$ cat config.mk
export PLATFORM = sky130hd
export DESIGN_NAME = seq_frame_tx
export DESIGN_NICKNAME = d
export VERILOG_FILES = /design/src/rtl/seq_link_pkg.sv /design/src/rtl/seq_piso.sv /design/src/rtl/seq_frame_tx.sv
export SDC_FILE = /design/constraint.sdc
export NUM_CORES = 1
export LEC_CHECK = 0
export BUFFER_PORTS_ARGS = -buffer_cell sky130_fd_sc_hd__buf_4
export CAP_MARGIN = 40
export CORE_UTILIZATION = 30
export CTS_BUF_LIST = sky130_fd_sc_hd__clkbuf_8 sky130_fd_sc_hd__clkbuf_16
export CTS_CLUSTER_SIZE = 28
export DETAILED_ROUTE_END_ITERATION = 10
export GPL_TIMING_DRIVEN = 0
export PLACE_DENSITY = 0.59
export SYNTH_ARGS = -nofsm -noshare
export SYNTH_HDL_FRONTEND = slang
export SYNTH_SLANG_ARGS = --single-unit
$ cat constraint.sdc
create_clock -name clk -period 1.3 [get_ports clk]
set_input_delay 0.13 -clock clk [delete_from_list [all_inputs] [get_ports clk]]
set_output_delay 0.13 -clock clk [all_outputs]
set_load 0.01 [all_outputs]
$ cat src/rtl/seq_link_pkg.sv
// Shared constants for the serial 101-preamble link (transmitter and detector).
package seq_link_pkg;

    localparam logic [2:0] IDLE     = 3'd0;
    localparam logic [2:0] PREAMBLE = 3'd1;
    localparam logic [2:0] DATA     = 3'd2;
    localparam logic [2:0] PARITY   = 3'd3;
    localparam logic [2:0] GAP      = 3'd4;

    localparam logic [2:0]  SEQ_PREAMBLE     = 3'b101;
    localparam int unsigned SEQ_PREAMBLE_LEN = 3;

endpackage

$ cat src/rtl/seq_piso.sv
// Parallel-in / serial-out shift register; load has priority, MSB is presented first.
module seq_piso #(
    parameter int unsigned W = 8
) (
    input  logic         clk,
    input  logic         reset,
    input  logic         i_load,
    input  logic         i_shift,
    input  logic [W-1:0] i_data,
    output logic         o_msb
);

    logic [W-1:0] r_shreg;

    always_ff @(posedge clk) begin
        if (reset) begin
            r_shreg <= '0;
        end else if (i_load) begin
            r_shreg <= i_data;
        end else if (i_shift) begin
            r_shreg <= r_shreg << 1;
        end
    end

    assign o_msb = r_shreg[W-1];

endmodule

$ cat src/rtl/seq_frame_tx.sv
// Frame transmitter: preamble 101, DATA_W payload bits MSB-first, optional even parity, idle gap.
module seq_frame_tx
    import seq_link_pkg::*;
#(
    parameter int unsigned DATA_W     = 8,
    parameter int unsigned PARITY_EN  = 1,
    parameter int unsigned GAP_CYCLES = 2
) (
    input  logic              clk,
    input  logic              reset,
    input  logic [DATA_W-1:0] in_data,
    input  logic              in_valid,
    output logic              in_ready,
    output logic              data_out,
    output logic              busy,
    output logic              tx_done
);

    localparam int unsigned CNT_W = $clog2(DATA_W + 1);
    localparam int unsigned GAP_W = (GAP_CYCLES > 0) ? $clog2(GAP_CYCLES + 1) : 1;
    localparam logic [1:0]  PRE_LAST   = 2'(SEQ_PREAMBLE_LEN - 1);
    localparam logic [2:0]  POST_FRAME = (GAP_CYCLES > 0) ? GAP : IDLE;
    localparam logic [2:0]  POST_DATA  = (PARITY_EN != 0) ? PARITY : POST_FRAME;

    logic [2:0]       r_state;
    logic [2:0]       w_state_nx;
    logic [1:0]       r_pidx;
    logic [CNT_W-1:0] r_cnt;
    logic [GAP_W-1:0] r_gcnt;
    logic             r_parity;
    logic             r_data_out;
    logic             r_busy;
    logic             r_tx_done;

    logic             w_accept;
    logic             w_last_pre;
    logic             w_last_data;
    logic             w_last_gap;
    logic [1:0]       w_pidx_inc;
    logic             w_msb;
    logic             w_bit_nx;
    logic             w_done_nx;
    logic             w_load;
    logic             w_shift;

    assign in_ready    = (r_state == IDLE) & ~reset;
    assign w_accept    = in_ready & in_valid;
    assign w_last_pre  = (r_pidx == PRE_LAST);
    assign w_last_data = (r_cnt == CNT_W'(DATA_W - 1));
    assign w_last_gap  = (r_gcnt == GAP_W'(GAP_CYCLES - 1));
    assign w_pidx_inc  = r_pidx + 2'd1;

    seq_piso #(.W(DATA_W)) u_piso (
        .clk     (clk),
        .reset   (reset),
        .i_load  (w_load),
        .i_shift (w_shift),
        .i_data  (in_data),
        .o_msb   (w_msb)
    );

    always_ff @(posedge clk) begin
        if (reset) begin
            r_state <= IDLE;
        end else begin
            r_state <= w_state_nx;
        end
    end

    always_comb begin
        w_state_nx = r_state;
        case (r_state)
            IDLE:     if (w_accept)    w_state_nx = PREAMBLE;
            PREAMBLE: if (w_last_pre)  w_state_nx = DATA;
            DATA:     if (w_last_data) w_state_nx = POST_DATA;
            PARITY:                    w_state_nx = POST_FRAME;
            GAP:      if (w_last_gap)  w_state_nx = IDLE;
            default:                   w_state_nx = IDLE;
        endcase
    end

    // Next value of the registered line: the register always holds the bit of the current state.
    always_comb begin
        w_bit_nx  = 1'b0;
        w_done_nx = 1'b0;
        w_load    = 1'b0;
        w_shift   = 1'b0;
        case (r_state)
            IDLE: begin
                if (w_accept) begin
                    w_bit_nx = SEQ_PREAMBLE[PRE_LAST];
                    w_load   = 1'b1;
                end
            end
            PREAMBLE: begin
                if (w_last_pre) begin
                    w_bit_nx = w_msb;
                    w_shift  = 1'b1;
                end else begin
                    w_bit_nx = SEQ_PREAMBLE[PRE_LAST - w_pidx_inc];
                end
            end
            DATA: begin
                if (!w_last_data) begin
                    w_bit_nx = w_msb;
                    w_shift  = 1'b1;
                end else if (PARITY_EN != 0) begin
                    w_bit_nx = r_parity;
                end else begin
                    w_done_nx = 1'b1;
                end
            end
            PARITY:  w_done_nx = 1'b1;
            default: ;
        endcase
    end

    // Counters restart whenever their state is (re-)entered.
    always_ff @(posedge clk) begin
        if (reset) begin
            r_pidx     <= '0;
            r_cnt      <= '0;
            r_gcnt     <= '0;
            r_parity   <= 1'b0;
            r_data_out <= 1'b0;
            r_busy     <= 1'b0;
            r_tx_done  <= 1'b0;
        end else begin
            r_pidx     <= (r_state == PREAMBLE && w_state_nx == PREAMBLE) ? w_pidx_inc : 2'd0;
            r_cnt      <= (r_state == DATA && w_state_nx == DATA) ? r_cnt + CNT_W'(1) : '0;
            r_gcnt     <= (r_state == GAP && w_state_nx == GAP) ? r_gcnt + GAP_W'(1) : '0;
            r_data_out <= w_bit_nx;
            r_busy     <= (w_state_nx != IDLE);
            r_tx_done  <= w_done_nx;
            if (w_accept) begin
                r_parity <= ^in_data;
            end
        end
    end

    assign data_out = r_data_out;
    assign busy     = r_busy;
    assign tx_done  = r_tx_done;

endmodule

; ---- After elaboration in Yosys (flattened, before gate mapping)
; Index checks and enable logic that the tools add are counted.
[totals]
wordCells = 58
output_inout_bits = 4
input_bits = 11
reg_bits = 23
[op_classes]
n_reduce_logical = 10
mux = 18
eq_ne = 10
n_bitwise = 6
magnitude_cmp = 1
n_addsub = 4
[ops]
columns = cell, n
row1 = $mux W8, 2
row2 = $pmux W3 S5, 1
row3 = $mux W3, 4
row4 = $eq A3 B2 Y1 const B, 3
row5 = $mux W1, 8
row6 = $reduce_xor A8 Y1, 1
row7 = $eq A3 B1 Y1 const B, 2
row8 = $eq A3 B3 Y1 const B, 2
row9 = $reduce_or A2 Y1, 3
row10 = $add A2 B1 Y2 const B, 2
row11 = $add A4 B1 Y4 const B, 1
row12 = $eq A4 B3 Y1 const B, 1
row13 = $not A1 Y1, 4
row14 = $logic_and A1 B1 Y1, 3
row15 = $logic_not A3 Y1, 1
row16 = $lt A2 B3 Y1 const B, 1
row17 = $pmux W1 S3, 1
row18 = $reduce_bool A3 Y1, 1
row19 = $and A1 B1 Y1, 2
row20 = $bmux W1 S2, 1
row21 = $eq A2 B1 Y1 const B, 1
row22 = $eq A2 B2 Y1 const B, 1
row23 = $pmux W1 S2, 1
row24 = $reduce_bool A2 Y1, 1
row25 = $sub A2 B2 Y2 const A, 1

; ---- Depth between registers and ports, before layout
; Gate-level depths: netlist of the first run.
[logic_depth]
ltp_word = 9
ltp_mapped = 6
depth_no_buf = 6

; ---- Modules after synthesis
; From an unflattened synthesis of the first run, not the netlist that was laid out.
[hier_totals]
hier_cells = 105
area_unflattened_um2 = 1066.0
[modules_own_cells]
columns = module, area_per_inst_um2, seq_area_each_um2, cells_per_inst, instances
row1 = seq_frame_tx, 696.9, 300.3, 70, 1
row2 = seq_piso, 369.1, 160.2, 35, 1

; ---- Worst setup path before layout of the first run
; OpenSTA, ideal clock, no wires.
[synth_timing]
path_kind = reg-to-reg
from = register r_state[2]
to = register u_piso.r_shreg[1]
period_less_slack_ns = 1.456
stages_incl_launch_ff = 6
arrival_time_ns = 1.375
path_slack_ns = -0.156
setup_ns = 0.081
path_cell_list = dfxtp_1 nor4_2 and2_1 buf_6 a31oi_1 a211oi_2
[synth_between]
elab_chain_len = 6
elab_cells_between_ends = 10
classes_between = eq/ne: 2 / mux: 4 / bitwise: 2 / reduce/logical: 2
[synth_lines]
columns = element, line
row1 = "start, declared", seq_frame_tx.sv:25  ; logic [2:0] r_state;
row2 = "start signal, assigned", seq_frame_tx.sv:66  ; r_state <= w_state_nx;
row3 = $logic_not A3 Y1 *, seq_frame_tx.sv:46  ; assign in_ready = (r_state == IDLE) & ~reset;
row4 = $and A1 B1 Y1 *, seq_frame_tx.sv:46
row5 = net in_ready, seq_frame_tx.sv:13  ; output logic in_ready,
row6 = $and A1 B1 Y1 *, seq_frame_tx.sv:47  ; assign w_accept = in_ready & in_valid;
row7 = $mux W1 *, seq_frame_tx.sv:90  ; if (w_accept) begin
row8 = $mux W1 *, seq_frame_tx.sv:88  ; case (r_state)
row9 = $mux W8 / $reduce_bool A2 Y1 (equally long branches), -
row10 = "end signal, assigned", seq_piso.sv:19  ; r_shreg <= i_data;
row11 = "end signal, assigned", seq_piso.sv:21  ; r_shreg <= r_shreg << 1;
row12 = "end, declared", seq_piso.sv:13  ; logic [W-1:0] r_shreg;
; The timed path passes the listed nets; every way through them passes the cells marked *.
; A chain may end at the register's enable or synchronous reset.

; ---- Worst setup path after layout of the first run
[layout_timing]
from = register r_cnt[0]
to = register r_data_out, in the netlist data_out
[layout_between]
elab_chain_len = 3
[layout_lines]
columns = element, line
row1 = "start, declared", seq_frame_tx.sv:28  ; logic [CNT_W-1:0] r_cnt;
row2 = "start signal, assigned", seq_frame_tx.sv:130  ; r_cnt <= (r_state == DATA && w_state_nx == DATA) ? r_cnt + CNT_W'(1) : '0;
row3 = $eq A4 B3 Y1, seq_frame_tx.sv:49  ; assign w_last_data = (r_cnt == CNT_W'(DATA_W - 1));
row4 = $mux W1, seq_frame_tx.sv:104  ; if (!w_last_data) begin
row5 = $pmux W1 S3, seq_frame_tx.sv:88
row6 = "end signal, assigned", seq_frame_tx.sv:132  ; r_data_out <= w_bit_nx;
row7 = "end, declared", seq_frame_tx.sv:31  ; logic r_data_out;
; Every way passes these cells.

==> results of run 1 <==
[area by class of cell]
type / instances / area (um2)
clock inverters: 1 / 5.00
flip-flops and latches: 23 / 470
plain buffers: 4 / 25.0
inverters: 4 / 15.0
well taps: 46 / 57.6
multi-input cells: 79 / 664
clock buffers: 3 / 41.3
fillers: 335 / 1970
repair buffers: 18 / 143
[cell families after synthesis]
| logic type | share of synthesized area |
|---|---|
| AO/OA/AOI/OAI | 0.212 |
| buffers and inverters | 0.0373 |
| XOR/XNOR | 0.0734 |
| multiplexers | 0.0315 |
| flip-flops | 0.429 |
| adder cells (fa/ha/maj) | 0.0350 |
| AND/OR/NAND/NOR | 0.182 |
[worst max path at each step]
stage | start | endpoint | slack (ns) | depth (start not counted)
after floorplan | r_cnt[0] | u_piso.r_shreg[0] | -0.07 | 5
after global placement | r_state[2] | u_piso.r_shreg[0] | -0.18 | 4
after detailed placement | r_pidx[0] | u_piso.r_shreg[1] | -0.20 | 6
after CTS | r_cnt[0] | u_piso.r_shreg[0] | -0.16 | 5
after global routing | r_pidx[0] | u_piso.r_shreg[5] | -0.20 | 6
final | r_cnt[0] | data_out | -0.16 | 5
[registers in the layout, summed over array words and instances (netlist names)]
register / count
data_out: 1
r_cnt: 4
tx_done: 1
r_gcnt: 2
busy: 1
u_piso.r_shreg: 8
r_state: 3
r_pidx: 2
r_parity: 1
[power by group through the flow]
stage | Combinational, mW | Clock (mW) | Sequential (mW)
2_1_floorplan | 0.136 | 0 | 0.767
3_3_place_gp | 0.191 | 0 | 0.768
3_5_place_dp | 0.193 | 0 | 0.769
4_1_cts | 0.206 | 0.456 | 0.753
5_1_grt | 0.236 | 0.489 | 0.757
6_report | 0.218 | 0.441 | 0.753
[critical path: cells and delay by family (launching register included)]
kind	cells	cell delay (ns)
fa+ha+maj	1	0.13
compound gates	1	0.29
simple gates	2	0.45
mux	1	0.12
flops	1	0.36
[repair_timing]
action                     CTS  global route
setup endpoints to repair   12            15
resized for setup            7             8
setup buffers                4             0
gates cloned                 0             1
pin swaps                   18             7
[routing by layer]
layer | track usage | wire length (um)
met2 | 0.237 | 1160
met1 | 0.159 | 999
met3 | 0.0435 | 77
met4 | 0.0381 | 20
met5 | 0 | 0
[cell usage in the layout, fill, tap and decap left out, types with 2 or more instances in the layout]
cell	synthesis	final
dfxtp_1	23	17
buf_4	0	16
nor2_1	15	14
xnor2_1	8	8
a211oi_2	8	8
a31oi_1	8	6
o21ai_2	0	5
dfxtp_2	0	5
nand2_1	4	4
inv_1	4	3
nor3_1	3	3
buf_6	1	3
o21ai_1	8	3
clkbuf_8	0	3
buf_2	2	2
and3_1	2	2
ha_4	0	2
==> impl_metrics.tcl, run 1 <==
set metrics [dict create \
    status "finished with violations" \
    violations "setup timing" \
    min-delay-start "in_data[0]" \
    holdWs_ns 0.120 \
    io_buffers 13 \
    r2r-end "data_out" \
    tightest_slew_ns 0.610 \
    slew_headroom 0.593 \
    dpl.hpwl_um 1550 \
    cp.arrival_ns 1.60 \
    p_leak_nw 0.515 \
    wl_per_cell_um 12.7 \
    gp_congestion 0.698 \
    fin_worst_skew_ns 0.0121 \
    route.detailed.drc 0 \
    ys_seq_area_frac 0.429 \
    cts-root-buf "clkbuf_8" \
    endpoint_kind "flip-flop" \
    pre_cts_slack_ns -0.203 \
    cp_max_fo 8 \
    clockBufferDepth 2 \
    min_to "u_piso.r_shreg[0]" \
    seqPwrFrac 0.533 \
    fin_ws_ns -0.157 \
    synth_commonest_cells "dfxtp_1 (23), nor2_1 (15)" \
    wl_um 2260 \
    p_int_mw 1.06 \
    async_reset_ff_frac 0 \
    power.share.clock 0.312 \
    cts_tree "done" \
    overflow 0 \
    layout.nets 147 \
    grt_max_degree 14 \
    instances_no_fill 178 \
    p_total_mw 1.41 \
    cts_made_buffers 3 \
    hold_path_class "primary input to flip-flop" \
    crit_chain "ha_4, and4bb_4, mux2i_4, and3_1, o311a_1" \
    fin_crit_sh 1.12 \
    syn-num-nets 124 \
    rsz0062_at_grt "yes" \
    initial_core_util 0.317 \
    via_per_inst 4.87 \
    cp-start-kind "flip-flop" \
    required_ns 1.45 \
    fin_area_mm2 0.00142 \
    clk_pin_slew_ns 0.09 \
    yosys.area.top_type "dfxtp_1" \
    reg2reg_depth 5 \
    synth_warnings 0 \
    pwr-share-comb 0.154 \
    synth_area_leaders "dfxtp_1 (43%), a211oi_2 (9.3%), xnor2_1 (6.5%), nor2_1 (5.2%), a31oi_1 (4.7%)" \
    syn_inst 110 \
    final_antenna_net_count 0 \
    dr.pass1.iters 4 \
    synth.distinct_cells 33 \
    drt-initial-drc-count 25 \
    slowest_delay_ns 0.36 \
    maxSlewViolCount 0 \
    syn_area_mm2 0.00107 \
    fmaxAchievable_ghz 0.686 \
    grt_pass1_wl_um 3750 \
    dr_total_vias 867 \
    period_needed_ns 1.46 \
    p_sw_uw 349 \
    place_area_mm2 0.00128 \
    htreeDepth 1 \
    setup_tns_ns -1.18 \
    fp.dieArea_mm2 0.00382 \
    r2r_slack_ns -0.16 \
    ctsHoldBuffers 0 \
    hold_depth 3 \
    crit_type "flip-flop to flip-flop" \
    antenna_found_initial 0 \
    dp.cells 169 \
    io-pin-count 15 \
    final_core_util 0.419 \
    netlist.area_leader.share 0.429 \
    setup_violations 11 \
    synthToLayoutAreaGrowth_pct 32.4 \
    r2r-start "r_cnt[0]" \
    drive_gt1_frac 0.447 \
    yosysMostFrequentCell "dfxtp_1" \
    avgSynthCellArea_um2 9.76 \
    clock-sinks 23 \
    track_usage 0.135 \
    cap_viol_max_count 0 \
    coreArea_mm2 0.00339 \
    die_width_um 61.8 \
    worst_path_max_delay_cell "dfxtp_2" \
    sw_frac_of_total 0.247 \
    die_h_um 61.8 \
    antenna_cells 0 \
    ir_drop_mv 0.560 \
    ys_seq_elements 23 \
    finalHoldViolCount 0 \
    synth_enable_flop_cells 0 \
    power_density_mw_per_mm2 994 \
    grt_pass1_vias 849 \
    placementRows 21 \
    synthFlopType "dfxtp_1" \
    clk_latency_ns 0.27 \
]
Power figures use the tool's default switching activity.
==> run 2: changes to the inputs <==
- CTS_CLUSTER_SIZE: 28 -> 16
- clock period: 1.3 -> 1.2 ns (I/O delays scaled with it)
==> run 2 against run 1 <==
  * The flow still finishes with violations (setup timing)
  * Sequential power rose by 8.4%
  * Wire length grew 7.8%
  * Clock skew down 0.011 ns
==> impl_metrics.tcl, run 2 (synthesis gave the netlist of run 1 again) <==
set metrics [dict create \
    hold_path_class "primary input to flip-flop" \
    clk_pin_slew_ns 0.08 \
    layout.nets 157 \
    slew_headroom 0.558 \
    grt_pass1_vias 877 \
    dr.pass1.iters 4 \
    crit_type "flip-flop to flip-flop" \
    final_common_cell "buf_4" \
    endpoint_kind "flip-flop" \
    grt_pass1_wl_um 4020 \
    worst_path_max_delay_cell "mux2_4" \
    die_width_um 61.8 \
    final_core_util 0.464 \
    largest_register_ffs 8 \
    clockBufferDepth 2 \
    sw_frac_of_total 0.252 \
    clk_latency_ns 0.26 \
    cts-root-buf "clkbuf_8" \
    synthToLayoutAreaGrowth_pct 46.4 \
    cp-start-kind "flip-flop" \
    crit_chain "ha_4, and4bb_4, mux2_4, o211ai_1, a21oi_1" \
    violations "setup timing" \
    instances_no_fill 188 \
    io-pin-count 15 \
    track_usage 0.144 \
    rsz0062_at_grt "yes" \
    dp.cells 169 \
    wl_um 2430 \
    setup_tns_ns -2.97 \
    fmaxAchievable_ghz 0.678 \
    period_needed_ns 1.47 \
    coreArea_mm2 0.00339 \
    dr_total_vias 902 \
    placementRows 21 \
    dpl.hpwl_um 1570 \
    via_per_inst 4.80 \
    antenna_cells 0 \
    grt_max_degree 13 \
    status "finished with violations" \
    io_buffers 13 \
    power.share.clock 0.306 \
    p_sw_uw 392 \
    final_cell_mix "buf_4 (22), dfxtp_1 (15), nor2_1 (14)" \
    power_density_mw_per_mm2 992 \
    ctsHoldBuffers 0 \
    slowest_delay_ns 0.35 \
    reg.largest.list "u_piso.r_shreg: 8 flops, r_cnt: 4 flops, r_state: 3 flops" \
    required_ns 1.32 \
    wl_per_cell_um 12.9 \
    regMostFlops "u_piso.r_shreg" \
    p_leak_nw 0.583 \
    cts_made_buffers 3 \
    tightest_slew_ns 0.663 \
    ir_drop_mv 0.474 \
    overflow 0 \
    gp_congestion 0.700 \
    cap_viol_max_count 0 \
    antenna_found_initial 0 \
    fin_ws_ns -0.274 \
    p_int_mw 1.17 \
    fp.dieArea_mm2 0.00382 \
    n_fill_cell 323 \
    initial_core_util 0.317 \
    htreeDepth 1 \
    seqPwrFrac 0.523 \
    setup_violations 15 \
    drive_gt1_frac 0.570 \
    pwr-share-comb 0.170 \
    die_h_um 61.8 \
    p_total_mw 1.56 \
    fin_worst_skew_ns 0.00143 \
    cp_max_fo 8 \
    cp.arrival_ns 1.60 \
    clock-sinks 23 \
    fin_crit_sh 1.23 \
    route.detailed.drc 0 \
    final_antenna_net_count 0 \
    cts_tree "done" \
    drt-initial-drc-count 38 \
    maxSlewViolCount 0 \
    finalHoldViolCount 0 \
]
==> run 2: cell types whose count changed in the layout (fill, tap and decap cells not counted), moves of 2 or more <==
cell / delta
o21ai_2: +3
nor3_1: -2
buf_4: +6
a31oi_1: -3
dfxtp_1: -2
a31oi_2: +3
buf_6: +4
o21ai_1: -3
==> run 2: area by class of cell <==
cell class	instances	area, um2	share of cell area
Inverter	4	15.0	0.00955
Timing Repair Buffer	28	233	0.148
Clock inverter	1	3.75	0.00239
Multi-Input combinational cell	79	721	0.459
Tap cell	46	57.6	0.0366
Sequential cell	23	475	0.303
Clock buffer	3	41.3	0.0263
Buffer	4	25.0	0.0159
==> run 2: path summary, 6_finish.rpt <==
| path | from | end | slack (ns) | cells past startpoint |
|---|---|---|---|---|
| hold reg to reg | r_gcnt[0] | r_gcnt[0] | 0.43 | 1 |
| setup / recovery | r_cnt[0] | u_piso.r_shreg[0] | -0.27 | 5 |
| setup reg to reg | r_cnt[0] | u_piso.r_shreg[0] | -0.27 | 5 |
| hold / removal | in_data[0] | u_piso.r_shreg[0] | 0.11 | 3 |
==> run 2: repair_timing <==
item | CTS | global route
setup endpoints to repair | 18 | 21
pin swaps | 13 | 11
setup buffers | 7 | 8
gates cloned | 1 | 0
resized for setup | 13 | 15
==> run 2: critical path, delay by kind of cell (launching register included) <==
family / cells / cell delay (ns)
AO/OA/AOI/OAI: 2 / 0.27
adder cells (fa/ha/maj): 1 / 0.15
flip-flops: 1 / 0.34
multiplexers: 1 / 0.35
AND/OR/NAND/NOR: 1 / 0.22
==> run 2: power by group through the flow <==
stage	Sequential [mW]	Combinational, mW	Clock (mW)
6_report	0.816	0.265	0.477
5_1_grt	0.820	0.290	0.515
4_1_cts	0.813	0.246	0.487
3_5_place_dp	0.833	0.212	0
3_3_place_gp	0.832	0.209	0
2_1_floorplan	0.831	0.149	0
==> run 2: stage by stage <==
stage	worst slack [ns]	hold slack (ns)	instance area [um2]
5_1_grt	-0.314	0.129	1570
6_report	-0.274	0.114	1570
3_3_place_gp	-0.286	0.398	1300
4_1_cts	-0.253	0.114	1460
3_5_place_dp	-0.302	0.400	1300
2_1_floorplan	-0.173	0.260	1140
==> run 2: routing by layer <==
| layer | vias to the layer above | wire, um | GRT usage |
|---|---|---|---|
| met2 | 15 | 1260 | 0.249 |
| met3 | 3 | 72 | 0.0248 |
| met4 | 0 | 32 | 0.0476 |
| met1 | 422 | 1070 | 0.181 |
| li1 | 462 | - | - |
| met5 | - | 0 | 0 |
==> run 3: changes to the inputs <==
- GPL_TIMING_DRIVEN: 0 -> not set
==> run 3 against run 2 <==
  * Critical path type unchanged
  * Highest routed layer unchanged
  * Utilization increased by 0.26 points
  * Critical path depth unchanged
  * Global-route usage increased by 0.11 points
  * Clock skew increased by 0.0020 ns
  * Register-to-register slack improved by 0.02 ns
  * The flow still finishes with violations (setup timing)
==> impl_metrics.tcl, run 3 (synthesis gave the netlist of run 1 again) <==
set metrics [dict create \
    status "finished with violations" \
    violations "setup timing" \
    synthToLayoutAreaGrowth_pct 47.2 \
    use_met3 0.0414 \
    finalHoldViolCount 0 \
    grt_pass1_wl_um 4080 \
    slew_headroom 0.800 \
    cts_tree "done" \
    critPathLaunch "r_cnt[1]" \
    grt_busiest_layer "met2" \
    clockBufferDepth 2 \
    wl_um 2360 \
    clk_pin_slew_ns 0.08 \
    antenna_cells 0 \
    crit_family "simple AND/OR/NAND/NOR gates" \
    die_h_um 61.8 \
    min-delay-start "in_data[0]" \
    initial_core_util 0.317 \
    route.detailed.drc 0 \
    fmaxAchievable_ghz 0.687 \
    p_leak_nw 0.606 \
    reg.largest.list "u_piso.r_shreg: 8 flops, r_cnt: 4 flops, r_state: 3 flops" \
    crit_cells 5 \
    holdWs_ns 0.119 \
    htreeDepth 1 \
    worst_path_max_delay_cell "dfxtp_2" \
    multi_input_area_um2 681 \
    drive_gt1_frac 0.537 \
    slowest_delay_ns 0.36 \
    place_area_mm2 0.00143 \
    coreArea_mm2 0.00339 \
    min_to "u_piso.r_shreg[0]" \
    hold_path_class "primary input to flip-flop" \
    cts_made_buffers 3 \
    seqCellArea_um2 472 \
    period_needed_ns 1.46 \
    final_common_cell "buf_4" \
    largest_register_ffs 8 \
    overflow 0 \
    wl_per_cell_um 12.2 \
    gp_congestion 0.752 \
    ir_drop_mv 0.804 \
    r2r-end "data_out" \
    fp.dieArea_mm2 0.00382 \
    via_per_inst 4.77 \
    power_density_mw_per_mm2 992 \
    grt_pass1_vias 898 \
    cp_max_fo 8 \
    cp.arrival_ns 1.61 \
    dpl.hpwl_um 1760 \
    grt_util_met1 0.176 \
    cp-start-kind "flip-flop" \
    track_usage 0.145 \
    hold_depth 3 \
    dr.pass1.iters 5 \
    use_met2 0.257 \
    n_fill_cell 306 \
    fin_area_mm2 0.00158 \
    rsz0062_at_grt "yes" \
    grt_max_degree 17 \
    maxSlewViolCount 0 \
    reg2reg_depth 5 \
    final_antenna_net_count 0 \
    final_cell_mix "buf_4 (31), dfxtp_1 (16), nor2_1 (14), xnor2_1 (8), a211oi_2 (8)" \
    setup_violations 14 \
    regMostFlops "u_piso.r_shreg" \
    crit_chain "ha_4, and4bb_4, mux2i_4, and3_1, o311a_1" \
    placementRows 21 \
    fin_ws_ns -0.255 \
    die_width_um 61.8 \
    antenna_found_initial 0 \
    clk_latency_ns 0.26 \
    fin_worst_skew_ns 0.00346 \
    endpoint_kind "flip-flop" \
    path_buf_inv 0 \
    fin_crit_sh 1.21 \
    layout.nets 162 \
    tightest_slew_ns 0.293 \
    clock-sinks 23 \
    r2r-start "r_cnt[1]" \
    ctsHoldBuffers 0 \
    drt-initial-drc-count 21 \
    cts-root-buf "clkbuf_8" \
    cap_viol_max_count 0 \
    required_ns 1.35 \
    r2r_slack_ns -0.26 \
    io_buffers 14 \
    io-pin-count 15 \
    crit_type "flip-flop to flip-flop" \
    dr_total_vias 921 \
]
## run 3: repair_timing
action                                 4_1_cts  5_1_grt
setup endpoints to repair                   15       22
buffers inserted                             6        1
endpoints found under the hold margin        0        0
gates resized for setup                     15        4
pin swaps                                    8        4
## run 3: how the worst max path moves through the flow
stage,endpoint,slack (ns)
floorplan,u_piso.r_shreg[0],-0.17
global placement,data_out,-0.20
detailed placement,u_piso.r_shreg[1],-0.26
CTS,data_out,-0.26
global route,u_piso.r_shreg[6],-0.32
finish,data_out,-0.26
## run 3: report_power, final
group / leakage [nW] / total, mW / switching (mW) / internal, mW
clock network: 0.0255 / 0.472 / 0.240 / 0.231
logic: 0.389 / 0.281 / 0.121 / 0.160
registers: 0.191 / 0.815 / 0.0214 / 0.794
total: 0.606 / 1.57 / 0.383 / 1.18
## run 3: worst reg2reg max path: stages, from the launching register on
cell,delay (ns)
dfxtp_2,0.36
ha_4,0.13
and4bb_4,0.28
mux2i_4,0.12
and3_1,0.17
o311a_1,0.29
## run 3: routing by layer
metal  vias to the layer above  share of wire
met1                       439           0.46
met5                         -              0
li1                        469              -
met4                         0         0.0055
met2                        11           0.50
met3                         2          0.034
## run 3: layout make-up
type | instances | area share
Tap cell | 46 | 0.0364
Multi-Input combinational cell | 79 | 0.431
Sequential cell | 23 | 0.298
Clock buffer | 3 | 0.0261
Timing Repair Buffer | 37 | 0.196
Inverter | 4 | 0.00950
Clock inverter | 1 | 0.00317
## run 3: metrics by stage
step	cells	TNS (ns)	utilization	setup WS (ns)	total power, mW
after floorplan	110	-1.50	-	-0.173	0.980
after global placement	183	-2.10	0.423	-0.199	1.08
after detailed placement	183	-2.73	0.423	-0.255	1.08
after CTS	192	-2.83	0.459	-0.258	1.58
after global routing	193	-4.06	0.466	-0.319	1.65
final	193	-2.74	0.466	-0.255	1.57
